==> src/rtl/ghffe_pkg.sv <==
// Shared histogram geometry, scan FSM states and read-tag payload for the
// histogram peak finder.
package ghffe_pkg;

  localparam int unsigned HIST_DEPTH = 1024;
  localparam int unsigned HIST_AW    = 10;
  localparam int unsigned HIST_DW    = 16;
  localparam int unsigned SUM_W      = HIST_AW + HIST_DW;

  typedef enum logic [1:0] {
    ST_IDLE,
    ST_SCAN,
    ST_DRAIN,
    ST_DONE
  } state_e;

  // One entry of the read-latency delay line, aligned to hdata.
  typedef struct packed {
    logic               vld;
    logic [HIST_AW-1:0] addr;
  } rd_tag_t;

endpackage

==> src/rtl/hist_peak_finder_if.sv <==
// Control, BRAM read port and result bundle of the histogram peak finder.
interface hist_peak_finder_if;
  import ghffe_pkg::*;

  logic               start;
  logic [HIST_DW-1:0] threshold;
  logic [HIST_AW-1:0] haddr;
  logic [HIST_DW-1:0] hdata;
  logic               busy;
  logic               valid;
  logic [HIST_AW-1:0] peak_bin;
  logic [HIST_DW-1:0] peak_mag;
  logic [HIST_DW-1:0] mean_mag;
  logic               detected;

  modport master (
    output start, threshold, hdata,
    input  haddr, busy, valid, peak_bin, peak_mag, mean_mag, detected
  );

  modport slave (
    input  start, threshold, hdata,
    output haddr, busy, valid, peak_bin, peak_mag, mean_mag, detected
  );

endinterface

==> src/rtl/hist_peak_finder.sv <==
// Scans a 1024-bin histogram BRAM after each frame and reports the largest
// eligible bin, the frame mean and an SNR/threshold detection flag.
module hist_peak_finder
  import ghffe_pkg::*;
#(
  parameter int unsigned RD_LATENCY = 2,
  parameter int unsigned BIN_LO     = 1,
  parameter int unsigned BIN_HI     = 1023,
  parameter int unsigned SNR_SHIFT  = 2
) (
  input  logic              clk,
  input  logic              reset,
  hist_peak_finder_if.slave bus
);

  localparam int unsigned CMP_W = HIST_DW + SNR_SHIFT;
  localparam logic [HIST_AW-1:0] LAST_ADDR = HIST_AW'(HIST_DEPTH - 1);

  state_e             state_q, state_d;
  logic [HIST_AW-1:0] haddr_q, haddr_d;
  rd_tag_t            pipe_q [RD_LATENCY];
  rd_tag_t            tag_in, tag;
  logic [SUM_W-1:0]   sum_q, sum_d;
  logic [HIST_AW-1:0] pk_bin_q, pk_bin_d;
  logic [HIST_DW-1:0] pk_mag_q, pk_mag_d;
  logic               busy_q, busy_d;
  logic               valid_q, valid_d;
  logic [HIST_AW-1:0] peak_bin_q, peak_bin_d;
  logic [HIST_DW-1:0] peak_mag_q, peak_mag_d;
  logic [HIST_DW-1:0] mean_q, mean_d;
  logic               det_q, det_d;
  logic               in_range;

  assign tag = pipe_q[RD_LATENCY-1];

  always_comb begin
    state_d    = state_q;
    haddr_d    = haddr_q;
    sum_d      = sum_q;
    pk_bin_d   = pk_bin_q;
    pk_mag_d   = pk_mag_q;
    valid_d    = 1'b0;
    peak_bin_d = peak_bin_q;
    peak_mag_d = peak_mag_q;
    mean_d     = mean_q;
    det_d      = det_q;

    tag_in.vld  = (state_q == ST_SCAN);
    tag_in.addr = haddr_q;

    // Consume the sample returning from the BRAM this cycle.
    in_range = (32'(tag.addr) >= BIN_LO) && (32'(tag.addr) <= BIN_HI);
    if (tag.vld) begin
      sum_d = sum_q + SUM_W'(bus.hdata);
      if (in_range && (bus.hdata > pk_mag_q)) begin
        pk_bin_d = tag.addr;
        pk_mag_d = bus.hdata;
      end
    end

    case (state_q)
      ST_IDLE: begin
        haddr_d = '0;
        if (bus.start) begin
          state_d  = ST_SCAN;
          sum_d    = '0;
          pk_bin_d = HIST_AW'(BIN_LO);
          pk_mag_d = '0;
        end
      end
      ST_SCAN: begin
        if (haddr_q == LAST_ADDR) begin
          state_d = ST_DRAIN;
          haddr_d = '0;
        end else begin
          haddr_d = haddr_q + HIST_AW'(1);
        end
      end
      ST_DRAIN: begin
        // Results are built from the final accumulators as the last bin lands.
        if (tag.vld && (tag.addr == LAST_ADDR)) begin
          state_d    = ST_DONE;
          valid_d    = 1'b1;
          peak_bin_d = pk_bin_d;
          peak_mag_d = pk_mag_d;
          mean_d     = sum_d[SUM_W-1 -: HIST_DW];
          det_d      = (pk_mag_d > bus.threshold) &&
                       (CMP_W'(pk_mag_d) > (CMP_W'(sum_d[SUM_W-1 -: HIST_DW]) << SNR_SHIFT));
        end
      end
      ST_DONE: state_d = ST_IDLE;
      default: state_d = ST_IDLE;
    endcase

    busy_d = (state_d != ST_IDLE);
  end

  always_ff @(posedge clk) begin
    if (reset) begin
      state_q    <= ST_IDLE;
      haddr_q    <= '0;
      sum_q      <= '0;
      pk_bin_q   <= '0;
      pk_mag_q   <= '0;
      busy_q     <= 1'b0;
      valid_q    <= 1'b0;
      peak_bin_q <= '0;
      peak_mag_q <= '0;
      mean_q     <= '0;
      det_q      <= 1'b0;
      for (int unsigned i = 0; i < RD_LATENCY; i++) pipe_q[i] <= '0;
    end else begin
      state_q    <= state_d;
      haddr_q    <= haddr_d;
      sum_q      <= sum_d;
      pk_bin_q   <= pk_bin_d;
      pk_mag_q   <= pk_mag_d;
      busy_q     <= busy_d;
      valid_q    <= valid_d;
      peak_bin_q <= peak_bin_d;
      peak_mag_q <= peak_mag_d;
      mean_q     <= mean_d;
      det_q      <= det_d;
      pipe_q[0]  <= tag_in;
      for (int unsigned i = 1; i < RD_LATENCY; i++) pipe_q[i] <= pipe_q[i-1];
    end
  end

  assign bus.haddr    = haddr_q;
  assign bus.busy     = busy_q;
  assign bus.valid    = valid_q;
  assign bus.peak_bin = peak_bin_q;
  assign bus.peak_mag = peak_mag_q;
  assign bus.mean_mag = mean_q;
  assign bus.detected = det_q;

endmodule

==> src/flat_wrapper.sv <==
// flat-port wrapper written by rule: the top's interface ports become plain ports
module hist_peak_finder_flat import ghffe_pkg::*;
#(
  parameter int unsigned RD_LATENCY = 2,
  parameter int unsigned BIN_LO     = 1,
  parameter int unsigned BIN_HI     = 1023,
  parameter int unsigned SNR_SHIFT  = 2
)
  (clk, reset, bus_start, bus_threshold, bus_hdata, bus_haddr, bus_busy, bus_valid, bus_peak_bin, bus_peak_mag, bus_mean_mag, bus_detected);
  hist_peak_finder_if bus_i ();
  input  logic clk;
  input  logic reset;
  input wire logic [$bits(bus_i.start)-1:0] bus_start;
  input wire logic [$bits(bus_i.threshold)-1:0] bus_threshold;
  input wire logic [$bits(bus_i.hdata)-1:0] bus_hdata;
  output wire logic [$bits(bus_i.haddr)-1:0] bus_haddr;
  output wire logic [$bits(bus_i.busy)-1:0] bus_busy;
  output wire logic [$bits(bus_i.valid)-1:0] bus_valid;
  output wire logic [$bits(bus_i.peak_bin)-1:0] bus_peak_bin;
  output wire logic [$bits(bus_i.peak_mag)-1:0] bus_peak_mag;
  output wire logic [$bits(bus_i.mean_mag)-1:0] bus_mean_mag;
  output wire logic [$bits(bus_i.detected)-1:0] bus_detected;
  assign bus_i.start = bus_start;
  assign bus_i.threshold = bus_threshold;
  assign bus_i.hdata = bus_hdata;
  assign bus_haddr = bus_i.haddr;
  assign bus_busy = bus_i.busy;
  assign bus_valid = bus_i.valid;
  assign bus_peak_bin = bus_i.peak_bin;
  assign bus_peak_mag = bus_i.peak_mag;
  assign bus_mean_mag = bus_i.mean_mag;
  assign bus_detected = bus_i.detected;
  hist_peak_finder #(.RD_LATENCY(RD_LATENCY), .BIN_LO(BIN_LO), .BIN_HI(BIN_HI), .SNR_SHIFT(SNR_SHIFT)) u_core (.clk(clk), .reset(reset), .bus(bus_i));
endmodule
==> config.mk <==
export PLATFORM = sky130hd
export DESIGN_NAME = hist_peak_finder_flat
export DESIGN_NICKNAME = d
export VERILOG_FILES = /design/src/rtl/ghffe_pkg.sv /design/src/rtl/hist_peak_finder_if.sv /design/src/rtl/hist_peak_finder.sv /design/src/flat_wrapper.sv
export SDC_FILE = /design/constraint.sdc
export NUM_CORES = 1
export LEC_CHECK = 0
export CAP_MARGIN = 20
export CELL_PAD_IN_SITES_DETAIL_PLACEMENT = 0
export CELL_PAD_IN_SITES_GLOBAL_PLACEMENT = 1
export CORE_UTILIZATION = 45
export CTS_CLUSTER_DIAMETER = 40
export DETAILED_ROUTE_END_ITERATION = 12
export PLACE_DENSITY_LB_ADDON = 0.1
export SYNTH_ARGS = -nofsm -noshare
export SYNTH_HDL_FRONTEND = slang
export SYNTH_SLANG_ARGS = --single-unit
==> constraint.sdc <==
create_clock -name clk -period 9 [get_ports clk]
set_clock_uncertainty 0.2 [all_clocks]
set_input_delay 1.8 -clock clk [delete_from_list [all_inputs] [get_ports clk]]
set_output_delay 1.8 -clock clk [all_outputs]
set_load 0.02 [all_outputs]
## Word-level counts from Yosys, hierarchy flattened

Memory sizes are Yosys's and may differ from the RTL's.
Index checks and enable logic that the tools add are counted.

| word-level totals | value |
|---|---|
| flip-flop bits (word level) | 109 |
| bits in writable memories | 22 |
| output and inout bits | 55 |
| word-level logic and storage cells | 57 |
| memories kept | 1 |

| operators by class | value |
|---|---|
| $add $sub $neg | 2 |
| $lt $le $gt $ge | 4 |
| equality and inequality tests | 5 |
| mux-type cells | 23 |
| bitwise operators | 3 |
| reductions and logical operators | 8 |

Memory list:

| name | depth | width | rd ports | clocked after Yosys merged registers in | wr ports | RTL line | text |
|---|---|---|---|---|---|---|---|
| u_core.pipe_q | 2 | 11 | 2 | 0 | 2 | hist_peak_finder.sv:21 | `rd_tag_t pipe_q [RD_LATENCY];` |

Operators with widths:

| operator | number |
|---|---|
| two-way mux 26 bit | 3 |
| two-way mux 16 bit | 4 |
| two-way mux 10 bit | 5 |
| greater-than comparator 16 bit | 2 |
| adder 26 x 16 -> 26 bit | 1 |
| two-way mux 11 bit | 2 |
| == test 10 bit, second input constant | 2 |
| case mux 10 bit (2 select lines) | 1 |
| greater-than comparator 16 x 18 -> 1 bit | 1 |
| adder 10 x 1 -> 10 bit, second input constant | 1 |
| greater-or-equal comparator 10 x 1 -> 1 bit, second input constant | 1 |
| case mux 2 bit (4 select lines) | 1 |
| two-way mux 2 bit | 3 |
| == test 2 bit, second input constant | 2 |
| two-way mux 1 bit | 4 |
| nonzero test 2 bit | 2 |
| logical AND 1 bit | 3 |
| == test 2 x 1 -> 1 bit, second input constant | 1 |
| zero test 2 bit | 1 |
| bitwise OR 1 bit | 2 |
| AND reduction 2 bit | 1 |
| OR reduction 2 bit | 1 |
| inverter 1 bit | 1 |

## Logic depth before layout (Yosys ltp)

An unclocked memory read counts as a cell.

| logic depth | value |
|---|---|
| word-level depth | 7 |
| mapped depth | 20 |

## Worst setup path after synthesis

No wires, ideal clock.

| timing | value |
|---|---|
| path type | input port to flip-flop |
| from | in bus_hdata[14] |
| to | reg u_core.det_q (netlist: u_core.bus.detected) |
| arrival time | 5.405 ns |
| data required time | 8.684 ns |
| slack | 3.280 ns |
| stages | 19 |
| path through | ha_1 -> a21oi_1 -> nand2_1 -> a221o_1 -> o31a_1 -> buf_6 -> buf_6 -> buf_6 -> a21oi_2 -> inv_1 -> ha_1 -> nand4_1 -> nor3_1 -> and3_1 -> a221o_1 -> or4_1 -> a21oi_1 -> a2111oi_2 -> a31o_1 |

| on the way | value |
|---|---|
| longest elaborated chain between the ends | 6 |
| elaborated cells on any way between the ends | 9 |
| classes of those cells | 1 x add/sub; 3 x order compare; 3 x mux; 2 x reduce/logical |

RTL lines:

| item | RTL line | text |
|---|---|---|
| start: declaration | flat_wrapper.sv:15 | `input wire logic [$bits(bus_i.hdata)-1:0] bus_hdata;` |
| greater-than comparator 16 bit | hist_peak_finder.sv:55 | `if (in_range && (bus.hdata > pk_mag_q)) begin` |
| logical AND 1 bit | hist_peak_finder.sv:55 |  |
| two-way mux 16 bit | hist_peak_finder.sv:55 |  |
| two-way mux 16 bit | hist_peak_finder.sv:53 | `if (tag.vld) begin` |
| greater-than comparator 16 x 18 -> 1 bit / greater-than comparator 16 bit (equally long branches) | hist_peak_finder.sv:88, hist_peak_finder.sv:87 |  |
| logical AND 1 bit * | hist_peak_finder.sv:87 | `det_d = (pk_mag_d > bus.threshold) &&` |
| end signal: assignment | hist_peak_finder.sv:123 | `det_q <= det_d;` |
| end: declaration | hist_peak_finder.sv:31 | `logic det_q, det_d;` |

Mark *: on every way between the ends. The rest lies on a longest branch, timed or not.
A chain may end at the register's enable or synchronous reset.

## Final worst setup path

| timing | value |
|---|---|
| from | in bus_hdata[1] |
| to | reg u_core.det_q (netlist: u_core.bus.detected) |

Same word-level chain as after synthesis.

==> flow_metrics.py <==
metrics = {
    "status": {
        "status": "finished, violations left",
        "violations": "DRC",
    },
    "sta": {
        "maxSlewViolCount": 0,
        "fin_setup_tns_ps": 0,
        "fmax_mhz": 148.0,
        "relSlewSlack": 0.4081,
        "hold_viol": 0,
        "final-setup-viol-count": 0,
        "worst_pin_slew_ps": 881.3,
        "whs_ps": 232.6,
        "rsz0062_at_grt": "no",
        "fin_crit_ps": 6757,
        "period_share": 0.7508,
    },
    "layout": {
        "antenna_cells": 0,
        "finalNetCount": 937,
        "fillers": 1356,
        "finish.utilization": 0.5658,
        "drive_gt1_frac": 0.07864,
        "syn2layout_area_growth_pct": 23.06,
        "multiInputGateArea_um2": 3621,
        "fin_area_um2": 8193,
        "ff_latch_area_um2": 2623,
    },
    "floorplan": {
        "die_h_um": 123.6,
        "dieArea_um2": 15290,
        "ios": 90,
        "std_cell_rows": 44,
        "die_w_um": 123.6,
        "coreArea_um2": 14480,
        "initial_core_util": 0.4598,
    },
    "synth": {
        "synth_top_area_frac": 0.3939,
        "synthesis.nets": 867,
        "ys_ff_latch": 131,
        "synth_area_um2": 6658,
        "synth-edff-count": 0,
        "avgSynthCellArea_um2": 8.658,
        "ys.flop_type": "dfxtp_1",
        "synthesis.instances": 769,
        "synth_most_common_cell": "dfxtp_1",
        "yosysTopAreaCell": "dfxtp_1",
        "seq_area_frac_synth": 0.3939,
        "synthArstFlopShare": 0,
        "synthTopCellsByArea": "dfxtp_1 39%, ha_1 12%, nor2_1 7.3%",
        "ys_warn_count": 0,
        "yosysUniqueCellTypes": 57,
        "synth_common_cells": "131 x dfxtp_1, 129 x nor2_1, 62 x ha_1, 53 x inv_1",
    },
    "clock_network": {
        "clk_latency_ps": 420,
        "cts_tree": "done",
        "cts_hold_buffers": 0,
        "cts_sinks": 131,
        "cts_setup_buffers": 0,
        "cts_root_buffer": "clkbuf_16",
        "cts_made_buffers": 17,
        "post_cts_resized": 0,
        "cts_max_path_buffers": 2,
        "h-tree-depth": 4,
        "path_clk_slew_ps": 60,
    },
    "detailed_routing": {
        "via_count": 5607,
        "drt_wl_total_um": 17010,
        "vias_per_cell": 5.412,
        "first_pass_iters": 10,
        "drc": 1,
        "routedWlPerCell_um": 16.42,
        "drtIter0Drc": 363,
        "antenna_left": 0,
    },
    "critical_path": {
        "cp.required_ps": 9100,
        "cp_common_cell": "ha_1",
        "cp_max_fo": 27,
        "slowest_stage": "o31a_2",
        "path_class": "in -> reg",
        "path_cells": "clkdlybuf4s50_1 > ha_1 > nor2b_1 > o211ai_1 > a2111oi_0 > o31a_2 > buf_4 > nor2_1 > a21oi_2 > inv_1 > ha_1 > nand4_1 > nor3_1 > and3_1 > a221o_1 > or4_1 > a21oi_1 > a2111oi_2 > a31o_1",
        "critPathArrivalTime_ps": 6860,
        "max_stage_delay_ps": 680,
        "cp-end-kind": "flip-flop",
        "crit_path_start_kind": "primary input",
    },
    "global_route": {
        "grt_pass1_vias": 5227,
        "grt.total_usage": 0.2318,
        "grt_pass1_wl_um": 26690,
        "antenna_found_initial": 0,
        "overflow": 0,
        "grt_max_degree": 78,
    },
    "placement": {
        "gp_congestion": 0.8398,
        "portBuffers": 89,
        "post_dp_cell_area_um2": 7596,
        "dpl.hpwl_um": 12590,
    },
    "min_path": {
        "min_path_type": "reg -> reg",
    },
    "power": {
        "power_density_nw_per_um2": 167.7,
        "p_total_mw": 1.374,
        "p_leak_nw": 3.244,
        "ir_worst_vdd_v": 0.0001241,
    },
    "run": {
        "cap_violations": 0,
    },
}
-- sequential cells by signal, indices dropped and copies added (netlist names), 10 cells and up --
register	cells
u_core.bus.haddr	10
u_core.bus.mean_mag	16
u_core.bus.peak_bin	10
u_core.bus.peak_mag	16
u_core.pipe_q	22
u_core.pk_bin_q	10
u_core.pk_mag_q	16
u_core.sum_q	26
-- layout by cell type (no fill, tap or decap), types with 11 or more instances in the layout --
master	n
nor2b_1	27
dfxtp_1	131
mux2i_1	17
nand4_1	17
clkdlybuf4s50_1	88
nor2_1	129
a211oi_1	44
a21oi_2	13
nand3_1	14
clkbuf_16	17
a21oi_1	44
a21o_1	11
inv_1	53
xnor2_1	11
ha_1	62
o21ai_0	26
nand2_1	37
-- final timing paths --
| path | startpoint | to | slack (ps) | cells past startpoint |
|---|---|---|---|---|
| worst max-delay path | bus_hdata[1] | u_core.bus.detected | 2240 | 19 |
| worst min-delay path | u_core.pipe_q[0][3] | u_core.pipe_q[0][14] | 230 | 1 |
| worst max register to register | u_core.pk_mag_q[1] | u_core.bus.detected | 3820 | 19 |
| worst min register to register | u_core.pipe_q[0][3] | u_core.pipe_q[0][14] | 230 | 1 |
-- cell type report --
| type | count | share of cell area |
|---|---|---|
| Sequential cell | 131 | 0.3201 |
| Tap cell | 184 | 0.02810 |
| Clock inverter | 10 | 0.01497 |
| Clock buffer | 22 | 0.05788 |
| Multi-Input combinational cell | 542 | 0.4420 |
| Inverter | 53 | 0.02428 |
| Timing Repair Buffer | 94 | 0.1127 |
-- logic make-up (layout without fill, tap and decap cells) --
| logic type | count (synthesis) | in the layout | synth area share |
|---|---|---|---|
| flip-flops | 131 | 131 | 0.3939 |
| multiplexers | 18 | 18 | 0.02725 |
| AND/OR/NAND/NOR | 261 | 261 | 0.1844 |
| XOR/XNOR | 21 | 21 | 0.02763 |
| AO/OA/AOI/OAI | 179 | 179 | 0.1832 |
| buffers and inverters | 96 | 179 | 0.06408 |
| adder cells (fa/ha/maj) | 63 | 63 | 0.1195 |
-- per-stage QoR --
| stage | setup WS [ps] | std cells |
|---|---|---|
| final | 2243 | 1036 |
| after global routing | 1955 | 1036 |
| after CTS | 2294 | 1036 |
| after detailed placement | 1900 | 1004 |
| after global placement | 2056 | 1004 |
| after floorplan | 3280 | 769 |
-- metal layers --
| layer | share of wire | global-route usage | up-vias |
|---|---|---|---|
| li1 | - | - | 2828 |
| met3 | 0.047 | 0.05220 | 25 |
| met2 | 0.46 | 0.3646 | 139 |
| met1 | 0.48 | 0.3160 | 2615 |
| met5 | 0 | 0 | - |
| met4 | 0.015 | 0.06777 | 0 |
-- power by group --
part / switching (mW) / internal, mW / total (mW)
clock: 0.264 / 0.433 / 0.697
combinational: 0.0520 / 0.0393 / 0.0913
sequential: 0.00236 / 0.583 / 0.586
total: 0.318 / 1.06 / 1.37
-- worst max-delay path: cells and delay by family --
kind                       cells  cell delay, ps
buffers and inverters          3            1030
adders and majority gates      2             690
and+or+nand+nor                6            1050
AOI/OAI and AO/OA              8            2280
Power figures use the tool's default switching activity.
